===== src/rtl/score_display_driver_if.sv =====
// Game-state to display-driver bus: score/lives words in, display pins and converter status out.
// Pure wiring: no state and no latency.
// No backpressure: the inputs are level signals that the driver samples whenever it needs them.
interface score_display_driver_if;
  logic [31:0] playerScore;
  logic [31:0] playerLives;
  logic [7:0]  AN;
  logic [6:0]  SEVEN_SEG;
  logic        conv_busy;

  modport master (
    output playerScore,
    output playerLives,
    input  AN,
    input  SEVEN_SEG,
    input  conv_busy
  );

  modport slave (
    input  playerScore,
    input  playerLives,
    output AN,
    output SEVEN_SEG,
    output conv_busy
  );
endinterface


===== src/rtl/score_display_driver.sv =====
// Decimal score/lives readout on an 8-digit multiplexed seven-segment display.
// Latency: 16-cycle conversion period, display regs follow a score change within 32 cycles.
// No backpressure: the score is re-sampled every period; mid-conversion changes wait for the next one.
module score_display_driver #(
  parameter int REFRESH_DIV = 100000,
  parameter int LIVES_AN    = 4
) (
  input logic                   clk,
  input logic                   reset,
  score_display_driver_if.slave bus
);

  localparam int CW = (REFRESH_DIV > 1) ? $clog2(REFRESH_DIV) : 1;
  localparam logic [CW-1:0] REFRESH_LAST = CW'(REFRESH_DIV - 1);
  localparam logic [2:0]    LIVES_POS    = 3'(LIVES_AN);

  typedef enum logic [1:0] {IDLE, SHIFT, DONE} state_t;

  state_t      state;
  logic [13:0] bin;
  logic [15:0] bcd;
  logic [3:0]  shift_cnt;
  logic        busy;
  logic [15:0] disp_bcd;

  logic [CW-1:0] refresh_cnt;
  logic [2:0]    digit_idx;
  logic [7:0]    an_q;
  logic [6:0]    seg_q;

  // Scores above four digits saturate so the display never wraps.
  logic [13:0] score_sat;
  logic [3:0]  lives_val;
  assign score_sat = (bus.playerScore > 32'd9999) ? 14'd9999 : bus.playerScore[13:0];
  assign lives_val = (bus.playerLives > 32'd9) ? 4'd9 : bus.playerLives[3:0];

  // Double-dabble correction: any BCD nibble >= 5 gets +3 before the shift.
  function automatic logic [15:0] add3(input logic [15:0] v);
    logic [15:0] r;
    r = v;
    for (int i = 0; i < 4; i++) begin
      if (v[i*4 +: 4] >= 4'd5) r[i*4 +: 4] = v[i*4 +: 4] + 4'd3;
    end
    return r;
  endfunction

  // Active-low {g..a} patterns; anything non-decimal shows blank.
  function automatic logic [6:0] seg7(input logic [3:0] d);
    case (d)
      4'd0:    return 7'h40;
      4'd1:    return 7'h79;
      4'd2:    return 7'h24;
      4'd3:    return 7'h30;
      4'd4:    return 7'h19;
      4'd5:    return 7'h12;
      4'd6:    return 7'h02;
      4'd7:    return 7'h78;
      4'd8:    return 7'h00;
      4'd9:    return 7'h10;
      default: return 7'h7F;
    endcase
  endfunction

  logic [15:0] bcd_adj;
  assign bcd_adj = add3(bcd);

  // Converter FSM: capture, 14 shift steps, then atomic publish to the display regs.
  always_ff @(posedge clk or negedge reset) begin
    if (!reset) begin
      state     <= IDLE;
      bin       <= '0;
      bcd       <= '0;
      shift_cnt <= '0;
      busy      <= 1'b0;
      disp_bcd  <= '0;
    end else begin
      case (state)
        IDLE: begin
          bin       <= score_sat;
          bcd       <= '0;
          shift_cnt <= '0;
          busy      <= 1'b1;
          state     <= SHIFT;
        end
        SHIFT: begin
          {bcd, bin} <= {bcd_adj, bin} << 1;
          shift_cnt  <= shift_cnt + 4'd1;
          if (shift_cnt == 4'd13) begin
            busy  <= 1'b0;
            state <= DONE;
          end
        end
        DONE: begin
          disp_bcd <= bcd;
          state    <= IDLE;
        end
        default: begin
          busy  <= 1'b0;
          state <= IDLE;
        end
      endcase
    end
  end

  // Digit select, leading-zero blanking and anode pattern for the current scan slot.
  logic [3:0] cur_nib;
  logic       cur_blank;
  logic [2:0] an_pos;
  logic [7:0] an_next;
  always_comb begin
    cur_nib   = 4'hF;
    cur_blank = 1'b0;
    an_pos    = digit_idx;
    case (digit_idx)
      3'd0: cur_nib = disp_bcd[3:0];
      3'd1: begin
        cur_nib   = disp_bcd[7:4];
        cur_blank = (disp_bcd[15:4] == 12'd0);
      end
      3'd2: begin
        cur_nib   = disp_bcd[11:8];
        cur_blank = (disp_bcd[15:8] == 8'd0);
      end
      3'd3: begin
        cur_nib   = disp_bcd[15:12];
        cur_blank = (disp_bcd[15:12] == 4'd0);
      end
      3'd4: begin
        cur_nib = lives_val;
        an_pos  = LIVES_POS;
      end
      default: cur_blank = 1'b1;
    endcase
    an_next         = 8'hFF;
    an_next[an_pos] = 1'b0;
  end

  // Refresh scanner: each digit stays lit REFRESH_DIV cycles; outputs are registered.
  always_ff @(posedge clk or negedge reset) begin
    if (!reset) begin
      refresh_cnt <= '0;
      digit_idx   <= '0;
      an_q        <= 8'hFF;
      seg_q       <= 7'h7F;
    end else begin
      an_q  <= an_next;
      seg_q <= cur_blank ? 7'h7F : seg7(cur_nib);
      if (refresh_cnt == REFRESH_LAST) begin
        refresh_cnt <= '0;
        digit_idx   <= (digit_idx == 3'd4) ? 3'd0 : digit_idx + 3'd1;
      end else begin
        refresh_cnt <= refresh_cnt + 1'b1;
      end
    end
  end

  assign bus.AN        = an_q;
  assign bus.SEVEN_SEG = seg_q;
  assign bus.conv_busy = busy;

endmodule


===== src/flat_wrapper.sv =====
// flat-port wrapper written by rule: the top's interface ports become plain ports
module score_display_driver_flat 
#(
  parameter int REFRESH_DIV = 100000,
  parameter int LIVES_AN    = 4
)
  (clk, reset, bus_playerScore, bus_playerLives, bus_AN, bus_SEVEN_SEG, bus_conv_busy);
  score_display_driver_if bus_i ();
  input logic clk;
  input logic reset;
  input wire logic [$bits(bus_i.playerScore)-1:0] bus_playerScore;
  input wire logic [$bits(bus_i.playerLives)-1:0] bus_playerLives;
  output wire logic [$bits(bus_i.AN)-1:0] bus_AN;
  output wire logic [$bits(bus_i.SEVEN_SEG)-1:0] bus_SEVEN_SEG;
  output wire logic [$bits(bus_i.conv_busy)-1:0] bus_conv_busy;
  assign bus_i.playerScore = bus_playerScore;
  assign bus_i.playerLives = bus_playerLives;
  assign bus_AN = bus_i.AN;
  assign bus_SEVEN_SEG = bus_i.SEVEN_SEG;
  assign bus_conv_busy = bus_i.conv_busy;
  score_display_driver #(.REFRESH_DIV(REFRESH_DIV), .LIVES_AN(LIVES_AN)) u_core (.clk(clk), .reset(reset), .bus(bus_i));
endmodule

===== config.mk =====
export PLATFORM = sky130hd
export DESIGN_NAME = score_display_driver_flat
export DESIGN_NICKNAME = d
export VERILOG_FILES = /design/src/rtl/score_display_driver_if.sv /design/src/rtl/score_display_driver.sv /design/src/flat_wrapper.sv
export SDC_FILE = /design/constraint.sdc
export NUM_CORES = 1
export LEC_CHECK = 0
export ABC_AREA = 1
export ABC_CLOCK_PERIOD_IN_PS = 2800
export CORE_AREA = 2 2 98 100
export DETAILED_ROUTE_END_ITERATION = 6
export DIE_AREA = 0 0 100 102
export PLACE_DENSITY = 0.75
export RECOVER_POWER = 25
export SLEW_MARGIN = 20
export SYNTH_ARGS = -nofsm -noshare
export SYNTH_HDL_FRONTEND = slang
export SYNTH_SLANG_ARGS = --single-unit

===== constraint.sdc =====
create_clock -name clk -period 2.8 [get_ports clk]
set_input_delay 0.56 -clock clk [delete_from_list [all_inputs] [get_ports clk]]
set_output_delay 0.56 -clock clk [all_outputs]
set_load 0.01 [all_outputs]

==> Implementation_results.wiki, run 1 <==
{| class="wikitable"
! Metric !! Value
|-
| Root buffer selected by CTS || sky130_fd_sc_hd__clkbuf_8
|-
| Violation count after the first detailed-route iteration || 143
|-
| Top post-synthesis cells by area || sky130_fd_sc_hd__dfrtp_1 (39%), sky130_fd_sc_hd__nand2_1 (11%), sky130_fd_sc_hd__dfstp_2 (8.4%), sky130_fd_sc_hd__inv_1 (7.0%), sky130_fd_sc_hd__o21ai_0 (6.3%)
|-
| Via count of the first global-routing pass || 3957
|-
| CTS tree || yes
|-
| Starting density of the core || 51.6%
|-
| DRT antenna net count || 0
|-
| Worst path arrival time || 2.68 ns
|-
| Placer Congestion || 0.952
|-
| Post-cts sizing count || 0
|-
| Clock-pin slew of the registers on the worst-case setup and hold paths || 0.09 ns
|-
| Peak ir drop on the vdd network || 0.331 mV
|-
| Endpoint required time on the critical path || 3.09 ns
|-
| Count of final hold-check violations || 0
|-
| Clk Latency, worst-skew pair || 0.36 ns
|-
| Number of fill cells || 754
|-
| Final critical path time including I/O delays and setup || around 2.4 ns
|-
| Global-route wire length before repair || 17000 um
|-
| Endpoint class of the critical path || register
|-
| Number of endpoints failing setup at the final stage || 0
|-
| Hold crit path type || register to register
|-
| Clk buf depth || 2
|-
| Area of the multi-input gates || 0.00210 sq mm
|-
| R2r worst-path depth || 12
|-
| Final Cycle Share || a little under nine tenths
|-
| Post-synthesis register bit count || 88
|-
| Violated checks || max-capacitance violations, max-slew violations
|-
| Count of flip-flops with a built-in enable after synthesis || 0
|-
| H-tree levels || 3
|-
| Synth area leader || sky130_fd_sc_hd__dfrtp_1
|-
| Overflow left after global routing || 0
|-
| Clock sink count || 88
|-
| Wire length after detailed routing || 9710 um
|-
| Main flop type after synthesis || sky130_fd_sc_hd__dfrtp_1
|-
| Crit path kind || register to register
|-
| Area of the die || 0.0102 sq mm
|-
| Synthesized instance count || approximately 590
|-
| Maximum number of pins on one net before global-route repair || 44
|-
| Per-instance average area after synthesis || 7.99 sq um
|-
| Total count of max-transition violations in the final report || 44
|-
| Crit path max fanout || 9
|-
| I/O pins || slightly above 80
|-
| Number of clock buffers inserted by TritonCTS || 9
|-
| Final layout net count || 762
|-
| Share of the synthesized area in the top cell type || between 30% and 40%
|-
| Worst rel slew slack || -52.0%
|-
| Setup repair after global routing missed its margin || no
|-
| Routed vias/inst || 5.08
|-
| Number of inserted diodes || 0
|-
| DR DRC count || 0
|-
| Estimated wirelength of the detail-placed design || 7370 um
|-
| Height of the die || between 100 and 150 um
|-
| Async S/R FF share, synth || 100%
|-
| Input/output buffers || 81
|-
| Category of the worst setup path launch point || register
|-
| Number of standard-cell rows in the floorplan || 35
|-
| Fraction of layout cells with a size suffix above 1 || 9.24%
|-
| Slew @ Worst Pin || 2.28 ns
|-
| Sum Neg Setup Slack || 0 ns
|-
| Count of different cell masters after synthesis || 38
|-
| Share of the yosys chip area belonging to registers || 47.2%
|-
| CTS Hold Buffers Added || 0
|-
| Global Route Usage Sum || 20.3%
|-
| Width of the die || 100 um
|-
| Number of nets in the synthesized netlist || 674
|-
| Status || finished with violations
|-
| Via count of the routed design || 4030
|-
| Area occupied by registers || 0.00222 sq mm
|-
| Max-cap violation count || 1
|-
| Clk_skew || about 0.0073 ns
|-
| Leakage power summed over all cells || 2.76 nW
|-
| Cell Area, Synth || 0.00470 sq mm
|-
| Worst hold path cell count || 1
|-
| Area growth from synthesis to final layout || 25.0%
|-
| Overall power after layout || 2.42 mW
|-
| DR pass1 iterations || 4
|-
| Core Footprint || 0.00911 sq mm
|-
| Power density over the cells || 411 mW/mm^2
|-
| Post-CTS Repair Setup Buffers || 0
|-
| Antenna violations before repair || 0
|-
| Peak Freq || around 420 MHz
|-
| Final routed wire length divided by cell count || 12.2 um
|-
| Count of warnings emitted by yosys || 0
|}
## cell families after synthesis
group                    synth area share [%]
AND/OR/NAND/NOR                          28.4
adder cells (fa/ha/maj)                  5.05
AO/OA/AOI/OAI                            9.81
buffers and inverters                    8.24
flip-flops                               47.2
XOR/XNOR                                 1.30
## synth_stat cells (2+ instances only)
library cell               instances
sky130_fd_sc_hd__nand3_1          55
sky130_fd_sc_hd__xor2_1            6
sky130_fd_sc_hd__o32ai_1           3
sky130_fd_sc_hd__nand2_1         142
sky130_fd_sc_hd__nor3_1            5
sky130_fd_sc_hd__clkbuf_1          9
sky130_fd_sc_hd__or2_2             4
sky130_fd_sc_hd__nor2_2            2
sky130_fd_sc_hd__inv_4             2
sky130_fd_sc_hd__o21ai_0          59
sky130_fd_sc_hd__inv_1            88
sky130_fd_sc_hd__nand2_4           4
sky130_fd_sc_hd__nor2_4            3
sky130_fd_sc_hd__nand3b_1          2
sky130_fd_sc_hd__nor4_1            5
sky130_fd_sc_hd__inv_2             2
sky130_fd_sc_hd__nand2_2           3
sky130_fd_sc_hd__a21oi_1          11
sky130_fd_sc_hd__ha_1             19
sky130_fd_sc_hd__nand3_2           2
sky130_fd_sc_hd__dfstp_2          15
sky130_fd_sc_hd__nand4_1           7
sky130_fd_sc_hd__nor2_1           49
sky130_fd_sc_hd__dfrtp_1          73
sky130_fd_sc_hd__o22ai_1           6
## report_power, final
part	leakage, nW	switching, mW	internal, mW
clock network	0.109	0.463	0.530
logic	1.58	0.0537	0.0940
registers	1.07	0.00320	1.28
total	2.76	0.520	1.90
## cell type report
class	instances	area share (%)
clock buffers	10	2.34
flip-flops and latches	88	37.8
inverters	93	6.02
multi-input cells	399	35.6
repair buffers	86	14.3
clock inverters	6	1.57
well taps	111	2.36
## worst max-delay path: stages, from the launching register on
cell and delay (ns):
sky130_fd_sc_hd__dfrtp_1 0.52, sky130_fd_sc_hd__inv_1 0.17, sky130_fd_sc_hd__ha_1 0.24, sky130_fd_sc_hd__inv_1 0.16, sky130_fd_sc_hd__nor2_1 0.10, sky130_fd_sc_hd__nand2_1 0.08
sky130_fd_sc_hd__nand4_1 0.12, sky130_fd_sc_hd__a21oi_1 0.32, sky130_fd_sc_hd__ha_1 0.23, sky130_fd_sc_hd__a21boi_0 0.18, sky130_fd_sc_hd__nor2_1 0.06, sky130_fd_sc_hd__nand2_1 0.05
sky130_fd_sc_hd__nand3_1 0.07
## flip-flops by register name, summed over array words and instances (netlist names)
register,flops
u_core.bcd,16
u_core.bin,14
u_core.bus.AN,8
u_core.bus.SEVEN_SEG,7
u_core.bus.conv_busy,1
u_core.digit_idx,3
u_core.disp_bcd,16
u_core.refresh_cnt,17
u_core.shift_cnt,4
u_core.state,2
## worst paths after layout
kind	from	end	slack, ns
hold / removal	u_core.refresh_cnt[0]	u_core.refresh_cnt[0]	0.46
min in group asynchronous	reset	u_core.refresh_cnt[14]	0.87
hold reg to reg	u_core.refresh_cnt[0]	u_core.refresh_cnt[0]	0.46
setup / recovery	u_core.digit_idx[0]	u_core.bus.SEVEN_SEG[4]	0.41
max in group asynchronous	reset	u_core.bcd[7]	0.62
setup reg to reg	u_core.digit_idx[0]	u_core.bus.SEVEN_SEG[4]	0.41
## metrics by stage
step                      worst slack [ns]  util, %  area (sq um)  instances  hold WS, ns
after floorplan                      0.789        -          4700        589        0.264
after global placement               0.282     62.1          5660        777        0.450
after detailed placement             0.174     62.1          5660        777        0.454
after global routing                 0.169     64.6          5880        793        0.490
after CTS                            0.410     64.6          5890        793        0.184
final                                0.406     64.6          5880        793        0.461
## layout by cell type, fill, tap and decap left out, types with 2 or more instances in the layout
cell type                           n
sky130_fd_sc_hd__a21oi_1           11
sky130_fd_sc_hd__buf_4              5
sky130_fd_sc_hd__bufinv_16          2
sky130_fd_sc_hd__clkbuf_8          10
sky130_fd_sc_hd__clkdlybuf4s50_1   80
sky130_fd_sc_hd__clkinv_4           2
sky130_fd_sc_hd__clkinvlp_4         2
sky130_fd_sc_hd__dfrtp_1           73
sky130_fd_sc_hd__dfstp_2           15
sky130_fd_sc_hd__ha_1              19
sky130_fd_sc_hd__inv_1             88
sky130_fd_sc_hd__inv_2              2
sky130_fd_sc_hd__inv_4              2
sky130_fd_sc_hd__nand2_1          142
sky130_fd_sc_hd__nand2_2            3
sky130_fd_sc_hd__nand2_4            4
sky130_fd_sc_hd__nand3_1           55
sky130_fd_sc_hd__nand3_2            2
sky130_fd_sc_hd__nand3b_1           2
sky130_fd_sc_hd__nand4_1            7
sky130_fd_sc_hd__nor2_1            49
sky130_fd_sc_hd__nor2_2             2
sky130_fd_sc_hd__nor2_4             3
sky130_fd_sc_hd__nor3_1             5
sky130_fd_sc_hd__nor4_1             5
sky130_fd_sc_hd__o21ai_0           59
sky130_fd_sc_hd__o22ai_1            6
sky130_fd_sc_hd__o32ai_1            3
sky130_fd_sc_hd__or2_2              4
sky130_fd_sc_hd__xor2_1             6
## metal layers
layer  part of all wire (%)  track usage, %  vias to the layer above
li1                       -               -                     2061
met1                     45            24.3                     1847
met2                     48            36.3                      106
met3                    6.1            4.86                       16
met4                    1.3            7.06                        0
met5                      0               0                        -
Note: power is estimated with default switching activity, not from simulation.
==> run 2: changes to the inputs <==
--- a/config.mk
+++ b/config.mk
@@ -7,10 +7,10 @@
 export LEC_CHECK = 0
 export ABC_AREA = 1
 export ABC_CLOCK_PERIOD_IN_PS = 2800
-export CORE_AREA = 2 2 98 100
+export CORE_AREA = 2 2 106 108
 export DETAILED_ROUTE_END_ITERATION = 6
-export DIE_AREA = 0 0 100 102
-export PLACE_DENSITY = 0.75
+export DIE_AREA = 0 0 108 110
+export PLACE_DENSITY = 0.65
 export RECOVER_POWER = 25
 export SLEW_MARGIN = 20
 export SYNTH_ARGS = -nofsm -noshare
==> run 2 against run 1 <==
The flow still finishes with violations (max-capacitance violations, max-slew violations). Clock skew is 0.0020 ns lower. Combinational power is essentially flat. Core utilization shrank 9.7 points. Sequential cell count is the same. Register-to-register slack improved by 0.02 ns. Sequential power about the same. Highest routed layer unchanged.
==> Implementation_results.wiki, run 2 (synthesis results as in run 1) <==
{| class="wikitable"
! Metric !! Value
|-
| Category of the worst setup path launch point || register
|-
| Register with the highest flop count || u_core.refresh_cnt
|-
| Input/output buffers || a little over 80
|-
| Clk buf depth || 2
|-
| Peak ir drop on the vdd network || roughly 0.25 mV
|-
| Global-route wire length before repair || between 15000 and 20000 um
|-
| Area of the die || 0.0119 sq mm
|-
| Cell Area, Placed || 0.00568 sq mm
|-
| Via count of the first global-routing pass || ~3900
|-
| Height of the die || 110 um
|-
| Clock sink count || between 80 and 90
|-
| Sum Neg Setup Slack || 0 ns
|-
| Worst rel slew slack || -38.7%
|-
| Crit path kind || register to register
|-
| Number of inserted diodes || 0
|-
| Max-cap violation count || 1
|-
| Count of final hold-check violations || 0
|-
| Width of the die || 108 um
|-
| Largest registers || u_core.refresh_cnt: 17 flops, u_core.bcd: 16 flops, u_core.disp_bcd: 16 flops
|-
| Power density over the cells || 395 mW/mm^2
|-
| Layout Cell Area excl Fill || 0.00587 sq mm
|-
| Crit path max fanout || 9
|-
| Total count of max-transition violations in the final report || 89
|-
| Starting density of the core || 44.0%
|-
| Number of fill cells || 1003
|-
| Area of the multi-input gates || 0.00210 sq mm
|-
| Root buffer selected by CTS || sky130_fd_sc_hd__clkbuf_8
|-
| Endpoint required time on the critical path || 3.09 ns
|-
| Overflow left after global routing || 0
|-
| Post-Route Utilization || about 55%
|-
| CTS tree || yes
|-
| Most frequent standard cell in the layout excluding fill and tap cells || sky130_fd_sc_hd__nand2_1
|-
| Global Route Usage Sum || 17.3%
|-
| Final Cycle Share || between 80% and 90%
|-
| Final layout net count || ~760
|-
| Via count of the routed design || about 4000
|-
| Highest-count cells in the layout ignoring fill and taps || sky130_fd_sc_hd__nand2_1 (142), sky130_fd_sc_hd__inv_1 (88), sky130_fd_sc_hd__clkdlybuf4s50_1 (80)
|-
| Endpoint class of the critical path || register
|-
| Routed vias/inst || 4.91
|-
| Hold crit path type || register to register
|-
| Post-CTS Repair Setup Buffers || 0
|-
| Area occupied by registers || 0.00222 sq mm
|-
| Fraction of layout cells with a size suffix above 1 || between 8 and 9%
|-
| Worst path arrival time || 2.66 ns
|-
| Final routed wire length divided by cell count || roughly 12 um
|-
| Status || finished with violations
|-
| Clk_skew || 0.00527 ns
|-
| Clock-pin slew of the registers on the worst-case setup and hold paths || 0.09 ns
|-
| Number of clock buffers inserted by TritonCTS || 9
|-
| Estimated wirelength of the detail-placed design || 7060 um
|-
| Area growth from synthesis to final layout || 24.7%
|-
| DRT antenna net count || 0
|-
| Clk Latency, worst-skew pair || ~0.35 ns
|-
| Core Footprint || 0.0107 sq mm
|-
| Post-cts sizing count || 0
|-
| Violated checks || max-capacitance violations, max-slew violations
|-
| Antenna violations before repair || 0
|-
| Leakage power summed over all cells || 2.74 nW
|-
| Slew @ Worst Pin || ~2.1 ns
|-
| Flip-flop count of the largest register after layout || 17
|-
| I/O pins || 82
|-
| Number of standard-cell rows in the floorplan || 38
|-
| Peak Freq || roughly 420 MHz
|-
| Number of endpoints failing setup at the final stage || 0
|-
| H-tree levels || 3
|-
| Maximum number of pins on one net before global-route repair || 89
|-
| Setup repair after global routing missed its margin || no
|-
| Wire length after detailed routing || 9480 um
|-
| CTS Hold Buffers Added || 0
|-
| Placer Congestion || 0.847
|-
| DR pass1 iterations || 4
|-
| Violation count after the first detailed-route iteration || between 200 and 250
|-
| Final critical path time including I/O delays and setup || 2.38 ns
|-
| DR DRC count || 0
|}
-- run 2: cell count changes in the layout (fill, tap and decap cells not counted) --
cell and delta:
sky130_fd_sc_hd__clkinv_1 +1, sky130_fd_sc_hd__clkinv_4 -1, sky130_fd_sc_hd__buf_4 -4, sky130_fd_sc_hd__clkbuf_8 -1
sky130_fd_sc_hd__clkinvlp_4 -1, sky130_fd_sc_hd__clkbuf_4 +1, sky130_fd_sc_hd__inv_6 +3, sky130_fd_sc_hd__bufinv_16 -1
sky130_fd_sc_hd__clkbuf_2 +1, sky130_fd_sc_hd__clkbuf_1 -1
-- run 2: area by class of cell --
type,count,area share (%)
clock buffer,9,2.11
clock inverter,7,1.30
inverter,93,6.04
multi-input combinational,399,35.7
sequential,88,37.9
tap,140,2.99
timing repair buffer,83,14.0
-- run 2: worst max-delay path: stages, from the launching register on --
cell and delay (ns):
sky130_fd_sc_hd__dfrtp_1 0.51, sky130_fd_sc_hd__inv_1 0.18, sky130_fd_sc_hd__ha_1 0.24, sky130_fd_sc_hd__inv_1 0.15
sky130_fd_sc_hd__nor2_1 0.11, sky130_fd_sc_hd__nand2_1 0.09, sky130_fd_sc_hd__nand4_1 0.12, sky130_fd_sc_hd__a21oi_1 0.28
sky130_fd_sc_hd__ha_1 0.23, sky130_fd_sc_hd__a21boi_0 0.21, sky130_fd_sc_hd__nor2_1 0.07, sky130_fd_sc_hd__nand2_1 0.06
sky130_fd_sc_hd__nand3_1 0.06
-- run 2: power breakdown --
part | leakage, nW | total, mW | internal [mW] | switching [mW]
combinational | 1.56 | 0.145 | 0.0919 | 0.0526
clock | 0.0983 | 0.891 | 0.421 | 0.470
sequential | 1.07 | 1.28 | 1.28 | 0.00313
total | 2.74 | 2.32 | 1.79 | 0.526
-- run 2: per-layer routing --
layer / routed length, um / global-route usage, % / vias to the layer above
met5: 0 / 0 / -
met1: 4370 / 21.4 / 1849
li1: - / - / 2059
met2: 4350 / 30.1 / 100
met4: 102 / 4.95 / 0
met3: 659 / 4.53 / 12
-- run 2: through the flow --
stage                     total power, mW  hold WS, ns  instances  worst slack [ns]
after floorplan                      1.33        0.264        589             0.789
after global placement               1.45        0.454        803             0.305
after detailed placement             1.46        0.462        803             0.232
after CTS                            2.36        0.239        819             0.440
after global routing                 2.41        0.504        819            0.0902
final                                2.32        0.470        819             0.423
-- run 2: final timing paths --
kind,from,endpoint,slack (ns),depth (start not counted)
max,u_core.digit_idx[0],u_core.bus.SEVEN_SEG[4],0.42,12
min,u_core.refresh_cnt[0],u_core.refresh_cnt[0],0.47,1
max reg2reg,u_core.digit_idx[0],u_core.bus.SEVEN_SEG[4],0.42,12
min reg2reg,u_core.refresh_cnt[0],u_core.refresh_cnt[0],0.47,1
max in group asynchronous,reset,u_core.shift_cnt[0],0.67,2
min in group asynchronous,reset,u_core.refresh_cnt[14],0.91,2
